File: src/rtl/ap_prefix_builder.sv
// Active-prefix builder: appends 4-bit symbols, looks the prefix up in codebook_b3, emits codewords.
// Optional macro AP_FAST_PATH_EN lets a new symbol be accepted on the same edge as the codeword handshake.
module ap_prefix_builder #(
    parameter int CODEBOOK_LENGTH_MAX = 64,
    parameter int ENCODE_DATALENGTH   = 21,
    parameter int PREFIX_MAX          = 4
) (
    input  logic                           clk_i,
    input  logic                           rst_i,
    input  logic                           sym_valid_i,
    output logic                           sym_ready_o,
    input  logic [3:0]                     sym_data_i,
    input  logic                           sym_last_i,
    output logic [5:0]                     ap_cnt_o,
    output logic [CODEBOOK_LENGTH_MAX-1:0] ap_data_o,
    input  logic                           encode_match_i,
    input  logic [5:0]                     encode_length_i,
    input  logic [ENCODE_DATALENGTH-1:0]   encode_data_i,
    output logic                           cw_valid_o,
    input  logic                           cw_ready_i,
    output logic [ENCODE_DATALENGTH-1:0]   cw_data_o,
    output logic [5:0]                     cw_length_o,
    output logic                           cw_raw_o,
    output logic                           cw_last_o,
    output logic                           err_o
);

    typedef enum logic [1:0] {COLLECT, CHECK, EMIT} state_t;

    state_t                           state_q;
    logic [5:0]                       ap_cnt_q;
    logic [CODEBOOK_LENGTH_MAX-1:0]   ap_data_q;
    logic                             last_q;
    logic                             cw_valid_q;
    logic [ENCODE_DATALENGTH-1:0]     cw_data_q;
    logic [5:0]                       cw_length_q;
    logic                             cw_raw_q;
    logic                             cw_last_q;
    logic                             err_q;

    logic [CODEBOOK_LENGTH_MAX-1:0]   ap_shift_d;
    logic [5:0]                       raw_len_d;
    logic [ENCODE_DATALENGTH-1:0]     raw_data_d;
    logic                             flush_d;

    // Keeps only the low len bits so every codeword is zero above its length.
    function automatic logic [ENCODE_DATALENGTH-1:0] mask_len(
        input logic [ENCODE_DATALENGTH-1:0] v,
        input logic [5:0]                   len
    );
        logic [ENCODE_DATALENGTH-1:0] m;
        for (int i = 0; i < ENCODE_DATALENGTH; i++) begin
            m[i] = v[i] & (i < int'(len));
        end
        return m;
    endfunction

    assign ap_shift_d = {ap_data_q[CODEBOOK_LENGTH_MAX-5:0], sym_data_i};
    assign raw_len_d  = {ap_cnt_q[3:0], 2'b00};
    assign raw_data_d = mask_len(ap_data_q[ENCODE_DATALENGTH-1:0], raw_len_d);
    assign flush_d    = last_q || (ap_cnt_q == 6'(PREFIX_MAX));

`ifdef AP_FAST_PATH_EN
    assign sym_ready_o = !rst_i && ((state_q == COLLECT) || ((state_q == EMIT) && cw_ready_i));
`else
    assign sym_ready_o = !rst_i && (state_q == COLLECT);
`endif

    always_ff @(posedge clk_i or posedge rst_i) begin
        if (rst_i) begin
            state_q     <= COLLECT;
            ap_cnt_q    <= '0;
            ap_data_q   <= '0;
            last_q      <= 1'b0;
            cw_valid_q  <= 1'b0;
            cw_data_q   <= '0;
            cw_length_q <= '0;
            cw_raw_q    <= 1'b0;
            cw_last_q   <= 1'b0;
            err_q       <= 1'b0;
        end else begin
            case (state_q)
                COLLECT: begin
                    if (sym_valid_i) begin
                        ap_data_q <= ap_shift_d;
                        ap_cnt_q  <= ap_cnt_q + 6'd1;
                        last_q    <= sym_last_i;
                        state_q   <= CHECK;
                    end
                end
                CHECK: begin
                    if (encode_match_i) begin
                        cw_data_q   <= mask_len(encode_data_i, encode_length_i);
                        cw_length_q <= encode_length_i;
                        cw_raw_q    <= 1'b0;
                        cw_last_q   <= last_q;
                        cw_valid_q  <= 1'b1;
                        ap_cnt_q    <= '0;
                        ap_data_q   <= '0;
                        state_q     <= EMIT;
                    end else if (flush_d) begin
                        // A full prefix with no match is an overflow; a segment end is not.
                        if (!last_q) begin
                            err_q <= 1'b1;
                        end
                        cw_data_q   <= raw_data_d;
                        cw_length_q <= raw_len_d;
                        cw_raw_q    <= 1'b1;
                        cw_last_q   <= last_q;
                        cw_valid_q  <= 1'b1;
                        ap_cnt_q    <= '0;
                        ap_data_q   <= '0;
                        state_q     <= EMIT;
                    end else begin
                        state_q <= COLLECT;
                    end
                end
                EMIT: begin
                    if (cw_ready_i) begin
                        cw_valid_q <= 1'b0;
                        cw_last_q  <= 1'b0;
                        state_q    <= COLLECT;
`ifdef AP_FAST_PATH_EN
                        if (sym_valid_i) begin
                            ap_data_q <= ap_shift_d;
                            ap_cnt_q  <= ap_cnt_q + 6'd1;
                            last_q    <= sym_last_i;
                            state_q   <= CHECK;
                        end
`endif
                    end
                end
                default: state_q <= COLLECT;
            endcase
        end
    end

    assign ap_cnt_o    = ap_cnt_q;
    assign ap_data_o   = ap_data_q;
    assign cw_valid_o  = cw_valid_q;
    assign cw_data_o   = cw_data_q;
    assign cw_length_o = cw_length_q;
    assign cw_raw_o    = cw_raw_q;
    assign cw_last_o   = cw_last_q;
    assign err_o       = err_q;

endmodule

File: config.mk
export PLATFORM = sky130hd
export DESIGN_NAME = ap_prefix_builder
export DESIGN_NICKNAME = d
export VERILOG_FILES = /design/src/rtl/ap_prefix_builder.sv
export SDC_FILE = /design/constraint.sdc
export NUM_CORES = 1
export LEC_CHECK = 0
export CORE_ASPECT_RATIO = 0.7
export CORE_MARGIN = 5
export CORE_UTILIZATION = 50
export DETAILED_ROUTE_END_ITERATION = 8
export PLACE_DENSITY = 0.9
export SYNTH_ARGS = -nofsm -noshare
export SYNTH_HDL_FRONTEND = slang
export SYNTH_SLANG_ARGS = --single-unit
File: constraint.sdc
create_clock -name clk_i -period 5.15 [get_ports clk_i]
set_input_delay 1.03 -clock clk_i [delete_from_list [all_inputs] [get_ports clk_i]]
set_output_delay 1.03 -clock clk_i [all_outputs]
set_load 0.02 [all_outputs]
Word level (Yosys, flattened, before mapping)
Index checks and enable logic that the tools add are counted.
{ "classes": {"n_addsub": 1, "n_mul": 0, "div": 0, "order_cmp": 42, "n_eq_ne": 6, "shift": 0, "mux": 25, "bitwise": 44, "reduce_logical": 13} }
{ "op_table": {"columns": ["op", "count"], "rows": [
  ["64-bit 2-to-1 mux", 3],
  ["64-bit one-hot mux with 2 select lines", 1],
  ["4-bit by 6-bit < comparator with 1-bit output (first input constant)", 16],
  ["5-bit by 6-bit < comparator with 1-bit output (first input constant)", 10],
  ["3-bit by 6-bit < comparator with 1-bit output (first input constant)", 8],
  ["1-bit AND", 42],
  ["21-bit 2-to-1 mux", 2],
  ["6-bit 2-to-1 mux", 5],
  ["1-bit by 6-bit < comparator with 1-bit output (first input constant)", 4],
  ["2-bit by 6-bit < comparator with 1-bit output (first input constant)", 4],
  ["6-bit one-hot mux with 2 select lines", 1],
  ["2-bit 2-to-1 mux", 4],
  ["6-bit by 1-bit adder with 6-bit output (second input constant)", 1],
  ["6-bit by 3-bit equality test with 1-bit output (second input constant)", 1],
  ["1-bit 2-to-1 mux", 6],
  ["2-bit one-hot mux with 3 select lines", 1],
  ["2-bit AND reduction", 3],
  ["3-bit AND reduction", 2],
  ["2-bit nonzero test", 3],
  ["2-bit != test (second input constant)", 2],
  ["1-bit one-hot mux with 2 select lines", 2],
  ["4-bit AND reduction", 1],
  ["3-bit != test (second input constant)", 1],
  ["2-bit by 1-bit equality test with 1-bit output (second input constant)", 1],
  ["other kinds (6)", 7]
]} }
{ "totals": {"register_bits": 104, "latchBits": 0, "ram_bits": 0, "rom_bits": 0, "inputBits": 37, "out_inout_bits": 102, "mem_count": 0} }

Depth between registers and ports, before layout
Gate-level depths: netlist of the first run.
{ "depth": {"word_depth": 5, "mapped_depth": 8} }

Worst setup path after synthesis of the first run
No wires, ideal clock.
{ "synth_path": {"path_type": "input-to-output", "start": "input port rst_i", "end": "output port sym_ready_o", "t_arrival_ns": 1.485, "t_required_ns": 4.120, "slack_ns": 2.635, "stages": 1, "n_path_buf": 0, "cell_sequence": "nor3_1"} }
{ "synth_via": {"elab_chain_cells": 2} }
{ "synth_lines": {"columns": ["element", "line_no", "source"], "rows": [
  ["start, declared", "9", "input logic rst_i,"],
  ["1-bit zero test (no line)", null, null],
  ["1-bit logical AND", "66", "assign sym_ready_o = !rst_i && (state_q == COLLECT);"],
  ["end, declared", "11", "output logic sym_ready_o,"]
]} }
Every way passes these cells.

Worst setup path in the final report of the first run
Same ends and word-level chain as after synthesis.

==> flow_summary.ini, run 1 <==
[outcome]
outcome = complete, no violations

[cts]
cts_tree = yes
cts_sinks = 104
clock_tree.htree_level_count = 3
post-cts-setup-buffer-count = 0
cts_resized = 0
cts_hold_repair.buffers = 0
clock_buffers_created_by_tritoncts = 9
clk_path_buf_depth = 2
path_clk_slew_ps = 60
insertion_delay_ps = 350
cts_root_buf = clkbuf_16

[place]
detailed_place_hpwl_um = 9252
port-buffer-count = 138
routabilityCongestion = 0.8153

[critical_path]
critical-path-max-stage-delay_ps = 630
worstPathBufferInverterCount = 2
worst-path-stages = 3
crit_type = in -> out
worstPathCellList = clkdlybuf4s50_1 > nor3_1 > clkdlybuf4s50_1
critPathArrivalTime_ps = 2270
critical_path_peak_fanout = 2
r2r_setup_slack_ps = 2380
crit_slowest_cell = clkdlybuf4s50_1
kind_of_cell_adding_the_most_delay_to_the_critical_path = buffers and inverters
end_kind = primary output
cp.required_ps = 4120
ff2ff_path_depth = 7
path_common_cell = clkdlybuf4s50_1
timing.critical_path.from_type = input pin

[yosys]
postSynthCellCount = 350
mappedNetlistArea_um2 = 4355
ys_seq_elements = 104
syn_avg_cell_area_um2 = 12.44
synthTopCellsByArea = dfrtp_1, a22o_1, mux2_2
synthArstFlopShare_pct = 100.0
synthesis.yosys.warnings = 0
yosysSeqAreaShare_pct = 59.75
synthDistinctLibCells = 45
leading_register_cell_type_out_of_synthesis = dfrtp_1
yosys.area.top_type_share_pct = 59.75
synth_enable_flop_cells = 0
synthesis.nets = 389
netlist.top_cell.by_area = dfrtp_1

[route]
via_count = 3732
firstDrtPassIters = 5
detail_route.iter0.violations = 306
drt_wl_total_um = 13560
route.antenna.remaining_nets = 0
via_per_inst = 6.199
drc = 0
routed_wire_length_per_instance_um = 22.53

[worst_hold_path]
worstHoldPathType = reg -> reg
holdPathStages = 1

[timing]
unrepaired_setup_endpoints_after_global_routing = no
final.setup_skew_ps = 7.606
final_period_minus_worst_setup_slack_ps = 3304
final_max_slew_viol_count = 0
final.period_utilization_pct = 64.16
max_freq_ghz = 0.3026
setup_viol = 0
totalNegativeSetupSlack_ps = 0
timing.max_slew.rel_slack_pct = 40.03
max_slew.worst_pin.slew_ps = 899.6
final_hold_viols = 0

[die]
floorplan.die_area_um2 = 10710
floorplan.initialDensity_pct = 51.37
die_y_um = 88.09
die_width_um = 121.6
pin_count = 139
num_rows = 28
design.core.area_um2 = 8478

[cells_and_area]
area_delta_synth_final_pct = 39.99
nets = 517
final_layout_size_suffix_gt1_share_pct = 8.299
fill_cells = 590
antennaDiodeCount = 0

[power]
total_power_mw = 3.544
vdd.ir_drop.worst_mv = 0.2783
p_leak_nw = 2.667
power-per-cell-area_nw_per_um2 = 581.2

[job]
max_cap_viol_count = 0

[grt]
grtUsageTotal_pct = 26.27
antenna_found_initial = 0
grt_max_degree = 75
grt_remaining_overflow = 0
first_global_vias = 3776
wire_length_of_the_first_global_routing_pass_um = 21340
final cells by class:
class | count | area (um^2) | area share (%)
Sequential cell | 104 | 2603 | 42.68
Timing Repair Buffer | 144 | 1426 | 23.39
Multi-Input combinational cell | 213 | 1605 | 26.33
Tap cell | 120 | 150.1 | 2.463
Inverter | 6 | 25.02 | 0.4104
Clock buffer | 11 | 242.7 | 3.981
Clock inverter | 4 | 45.04 | 0.7388
metrics by stage:
| stage | area (um^2) | util (%) | cells | hold WS [ps] | worst slack [ps] |
|---|---|---|---|---|---|
| 2_1_floorplan | 4355 | - | 350 | 556.9 | 1388 |
| 3_3_place_gp | 5809 | 68.52 | 587 | 461.3 | 1840 |
| 3_5_place_dp | 5809 | 68.52 | 587 | 470.2 | 1835 |
| 4_1_cts | 6097 | 71.92 | 602 | 483.7 | 1842 |
| 5_1_grt | 6097 | 71.92 | 602 | 520.5 | 1736 |
| 6_report | 6097 | 71.92 | 602 | 482.8 | 1846 |
cell usage after synthesis (4+ instances only):
cell type	n
dfrtp_1	104
a22o_1	69
a21oi_1	19
nand2_1	19
mux2_2	14
clkbuf_1	13
o21ai_0	12
a32o_1	10
buf_2	8
nor2_1	8
a221o_1	7
inv_1	6
nor3_1	6
and3_1	5
nand2b_1	5
mux2i_1	4
nor2b_1	4
per-layer routing:
metal | up-vias | global-route usage (%) | share of wire [%]
li1 | 1593 | - | -
met1 | 1883 | 36.72 | 42
met2 | 232 | 39.55 | 45
met3 | 24 | 9.942 | 11
met4 | 0 | 5.900 | 1.5
met5 | - | 0 | 0
flip-flops by register name, summed over array words and instances (netlist names):
signal       cells
cw_data_o       21
state_q          2
ap_data_o       64
cw_raw_o         1
cw_last_o        1
cw_valid_o       1
ap_cnt_o         6
cw_length_o      6
err_o            1
last_q           1
final timing paths:
check / start / end
setup / recovery: rst_i / sym_ready_o
hold / removal: err_o / err_o
setup reg to reg: ap_cnt_o[1] / ap_data_o[45]
hold reg to reg: err_o / err_o
max in group asynchronous: rst_i / ap_data_o[18]
min in group asynchronous: rst_i / state_q[0]
where the power goes:
part	internal, mW	switching, mW
sequential	1.07	0.281
combinational	0.715	0.814
clock	0.385	0.283
total	2.17	1.38
cell families (layout without fill, tap and decap cells):
| group | after synthesis | after routing | share of synthesized area, % |
|---|---|---|---|
| xor gates and xnor gates | 2 | 2 | 0.4023 |
| adders and majority gates | 2 | 2 | 0.5745 |
| AOI/OAI and AO/OA | 131 | 131 | 24.02 |
| and+or+nand+nor | 60 | 60 | 7.038 |
| muxes | 18 | 18 | 4.539 |
| DFF | 104 | 104 | 59.75 |
| buffers and inverters | 33 | 165 | 3.677 |
cell usage in the layout, fill, tap and decap left out, types with 2 or more instances in the layout:
cell,n
clkdlybuf4s50_1,138
dfrtp_1,104
a22o_1,69
nand2_1,19
a21oi_1,19
mux2_2,14
o21ai_0,11
a32o_1,10
clkbuf_16,9
nor2_1,8
a221o_1,7
nor3_1,6
buf_4,6
nand2b_1,5
inv_1,5
and3_1,5
nor2b_1,4
mux2i_1,4
nand3_1,3
clkinv_2,3
nor4_1,2
nand4_1,2
ha_1,2
Power figures use the tool's default switching activity.
==> inputs of run 2 (changes only) <==
--- a/config.mk
+++ b/config.mk
@@ -7,9 +7,9 @@
 export LEC_CHECK = 0
 export CORE_ASPECT_RATIO = 0.7
 export CORE_MARGIN = 5
-export CORE_UTILIZATION = 50
+export CORE_UTILIZATION = 42
 export DETAILED_ROUTE_END_ITERATION = 8
-export PLACE_DENSITY = 0.9
+export PLACE_DENSITY = 0.82
 export SYNTH_ARGS = -nofsm -noshare
 export SYNTH_HDL_FRONTEND = slang
 export SYNTH_SLANG_ARGS = --single-unit
==> constraint.sdc (replaced) <==
create_clock -name clk_i -period 2.7 [get_ports clk_i]
set_input_delay 0.54 -clock clk_i [delete_from_list [all_inputs] [get_ports clk_i]]
set_output_delay 0.54 -clock clk_i [all_outputs]
set_load 0.02 [all_outputs]
==> run 2 against run 1 <==
Final area rose by 2.3%; die area up 17%; power up 92%; via count decreased by 2.7%; critical path depth up 4; hold slack improved by 5.7 ps; clock skew increased by 3.1 ps; clock power grew 93%; utilization down 11 points; non-clock buffer count increased by 8; sequential share of layout area decreased by 0.94 points; first-iteration DRC count is 18% higher.
==> flow_summary.ini, run 2 (synthesis results as in run 1) <==
[outcome]
outcome = complete, no violations

[cts]
cts_tree = yes
clock_buffers_created_by_tritoncts = 9
clk_path_buf_depth = 2
path_clk_slew_ps = 70
cts_resized = 0
insertion_delay_ps = 340
cts_hold_repair.buffers = 0
cts_root_buf = clkbuf_16
post-cts-setup-buffer-count = 0
cts_sinks = 104
clock_tree.htree_level_count = 3

[grt]
first_global_vias = 3654
antenna_found_initial = 0
wire_length_of_the_first_global_routing_pass_um = 20380
grt_max_degree = 69
grt_remaining_overflow = 0
grtUsageTotal_pct = 20.57

[route]
routed_wire_length_per_instance_um = 20.54
drc = 0
route.antenna.remaining_nets = 0
via_count = 3631
firstDrtPassIters = 5
drt_wl_total_um = 12800
detail_route.iter0.violations = 361
via_per_inst = 5.828

[place]
port-buffer-count = 138
routabilityCongestion = 0.9378
detailed_place_hpwl_um = 9374
dp_slack_ps = 310.3

[power]
power_frac_clock_pct = 19.0
p_comb_share_pct = 43.2
p_leak_nw = 2.722
total_power_mw = 6.790
intPower_mw = 4.187
seqPwrFrac_pct = 37.8
power-per-cell-area_nw_per_um2 = 1089
switching_share_pct = 38.34
vdd.ir_drop.worst_mv = 0.5772
p_sw_mw = 2.603

[critical_path]
critical_path_peak_fanout = 68
timing.critical_path.from_type = register
crit_type = reg -> reg
cp.required_ps = 2980
end_kind = register
critPathArrivalTime_ps = 2650

[cells_and_area]
final_common_cell = clkdlybuf4s50_1
final_layout_size_suffix_gt1_share_pct = 9.980
area_delta_synth_final_pct = 43.15
antennaDiodeCount = 0
fill_cells = 841
mostFrequentLayoutCells = clkdlybuf4s50_1, dfrtp_1, a22o_1
largest_register_ffs = 64
nets = 525

[timing]
max_freq_ghz = 0.4209
final.setup_skew_ps = 10.71
unrepaired_setup_endpoints_after_global_routing = no
final_period_minus_worst_setup_slack_ps = 2376
final.period_utilization_pct = 87.99
setup_viol = 0
max_slew.worst_pin.slew_ps = 651.0
final_hold_viols = 0
timing.max_slew.rel_slack_pct = 56.51
final_max_slew_viol_count = 0
setup_slack_ps = 324.2
totalNegativeSetupSlack_ps = 0

[job]
max_cap_viol_count = 0

[die]
floorplan.die_area_um2 = 12540
die_y_um = 95.20
pin_count = 139
die_width_um = 131.7
design.core.area_um2 = 10240
num_rows = 31
floorplan.initialDensity_pct = 42.53

[worst_hold_path]
worstHoldPathType = reg -> reg
==> run 2: cell types whose count changed in the layout (fill, tap and decap cells not counted) <==
cell,before,now
clkinv_2,3,2
buf_4,6,10
buf_12,0,4
inv_4,1,0
clkinv_4,0,1
clkinvlp_4,0,2
==> run 2: layer usage <==
metal  wire length (um)  track usage [%]  vias up
met1               5852            29.87     1820
met3               1086            6.382       22
met4                284            6.164        0
met2               5575            29.69      177
li1                   -                -     1612
met5                  0                0        -
==> run 2: area by class of cell <==
type	instances	area, um^2	area share, %
clock inverters	5	56.30	0.9031
well taps	132	165.2	2.649
repair buffers	152	1536	24.64
inverters	6	26.28	0.4214
flip-flops and latches	104	2603	41.74
multi-input cells	213	1605	25.75
clock buffers	11	242.7	3.893
==> run 2: path summary, 6_finish.rpt <==
check	start	cells after the start	slack (ps)	endpoint
worst max-delay path	ap_cnt_o[1]	7	320	ap_cnt_o[0]
worst min-delay path	err_o	1	490	err_o
worst max register to register	ap_cnt_o[1]	7	320	ap_cnt_o[0]
worst min register to register	err_o	1	490	err_o
max in group asynchronous	rst_i	3	1400	ap_data_o[31]
min in group asynchronous	rst_i	2	670	state_q[1]
==> run 2: power by group through the flow <==
| stage | registers [mW] | clock network (mW) | logic [mW] |
|---|---|---|---|
| after floorplan | 2.95 | 0 | 1.13 |
| after global placement | 2.57 | 0 | 2.88 |
| after detailed placement | 2.58 | 0 | 2.94 |
| after CTS | 2.56 | 1.32 | 2.95 |
| after global routing | 2.63 | 1.39 | 3.13 |
| final | 2.56 | 1.29 | 2.93 |
==> run 2: critical path, cell delays in order (launching register included) <==
cell     delay, ps
dfrtp_1        510
inv_1          100
ha_1           230
and3b_1        250
a211o_1        460
a21oi_4        220
buf_12         280
mux2_2         220
==> run 2: metrics by stage <==
stage | hold slack [ps] | std cells | util, % | cell area, um^2
global route | 490.4 | 623 | 60.89 | 6235
floorplan | 556.9 | 350 | - | 4359
global placement | 455.9 | 607 | 57.97 | 5936
CTS | 476.7 | 623 | 60.89 | 6235
detailed placement | 460.7 | 607 | 57.97 | 5936
finish | 488.5 | 623 | 60.89 | 6235
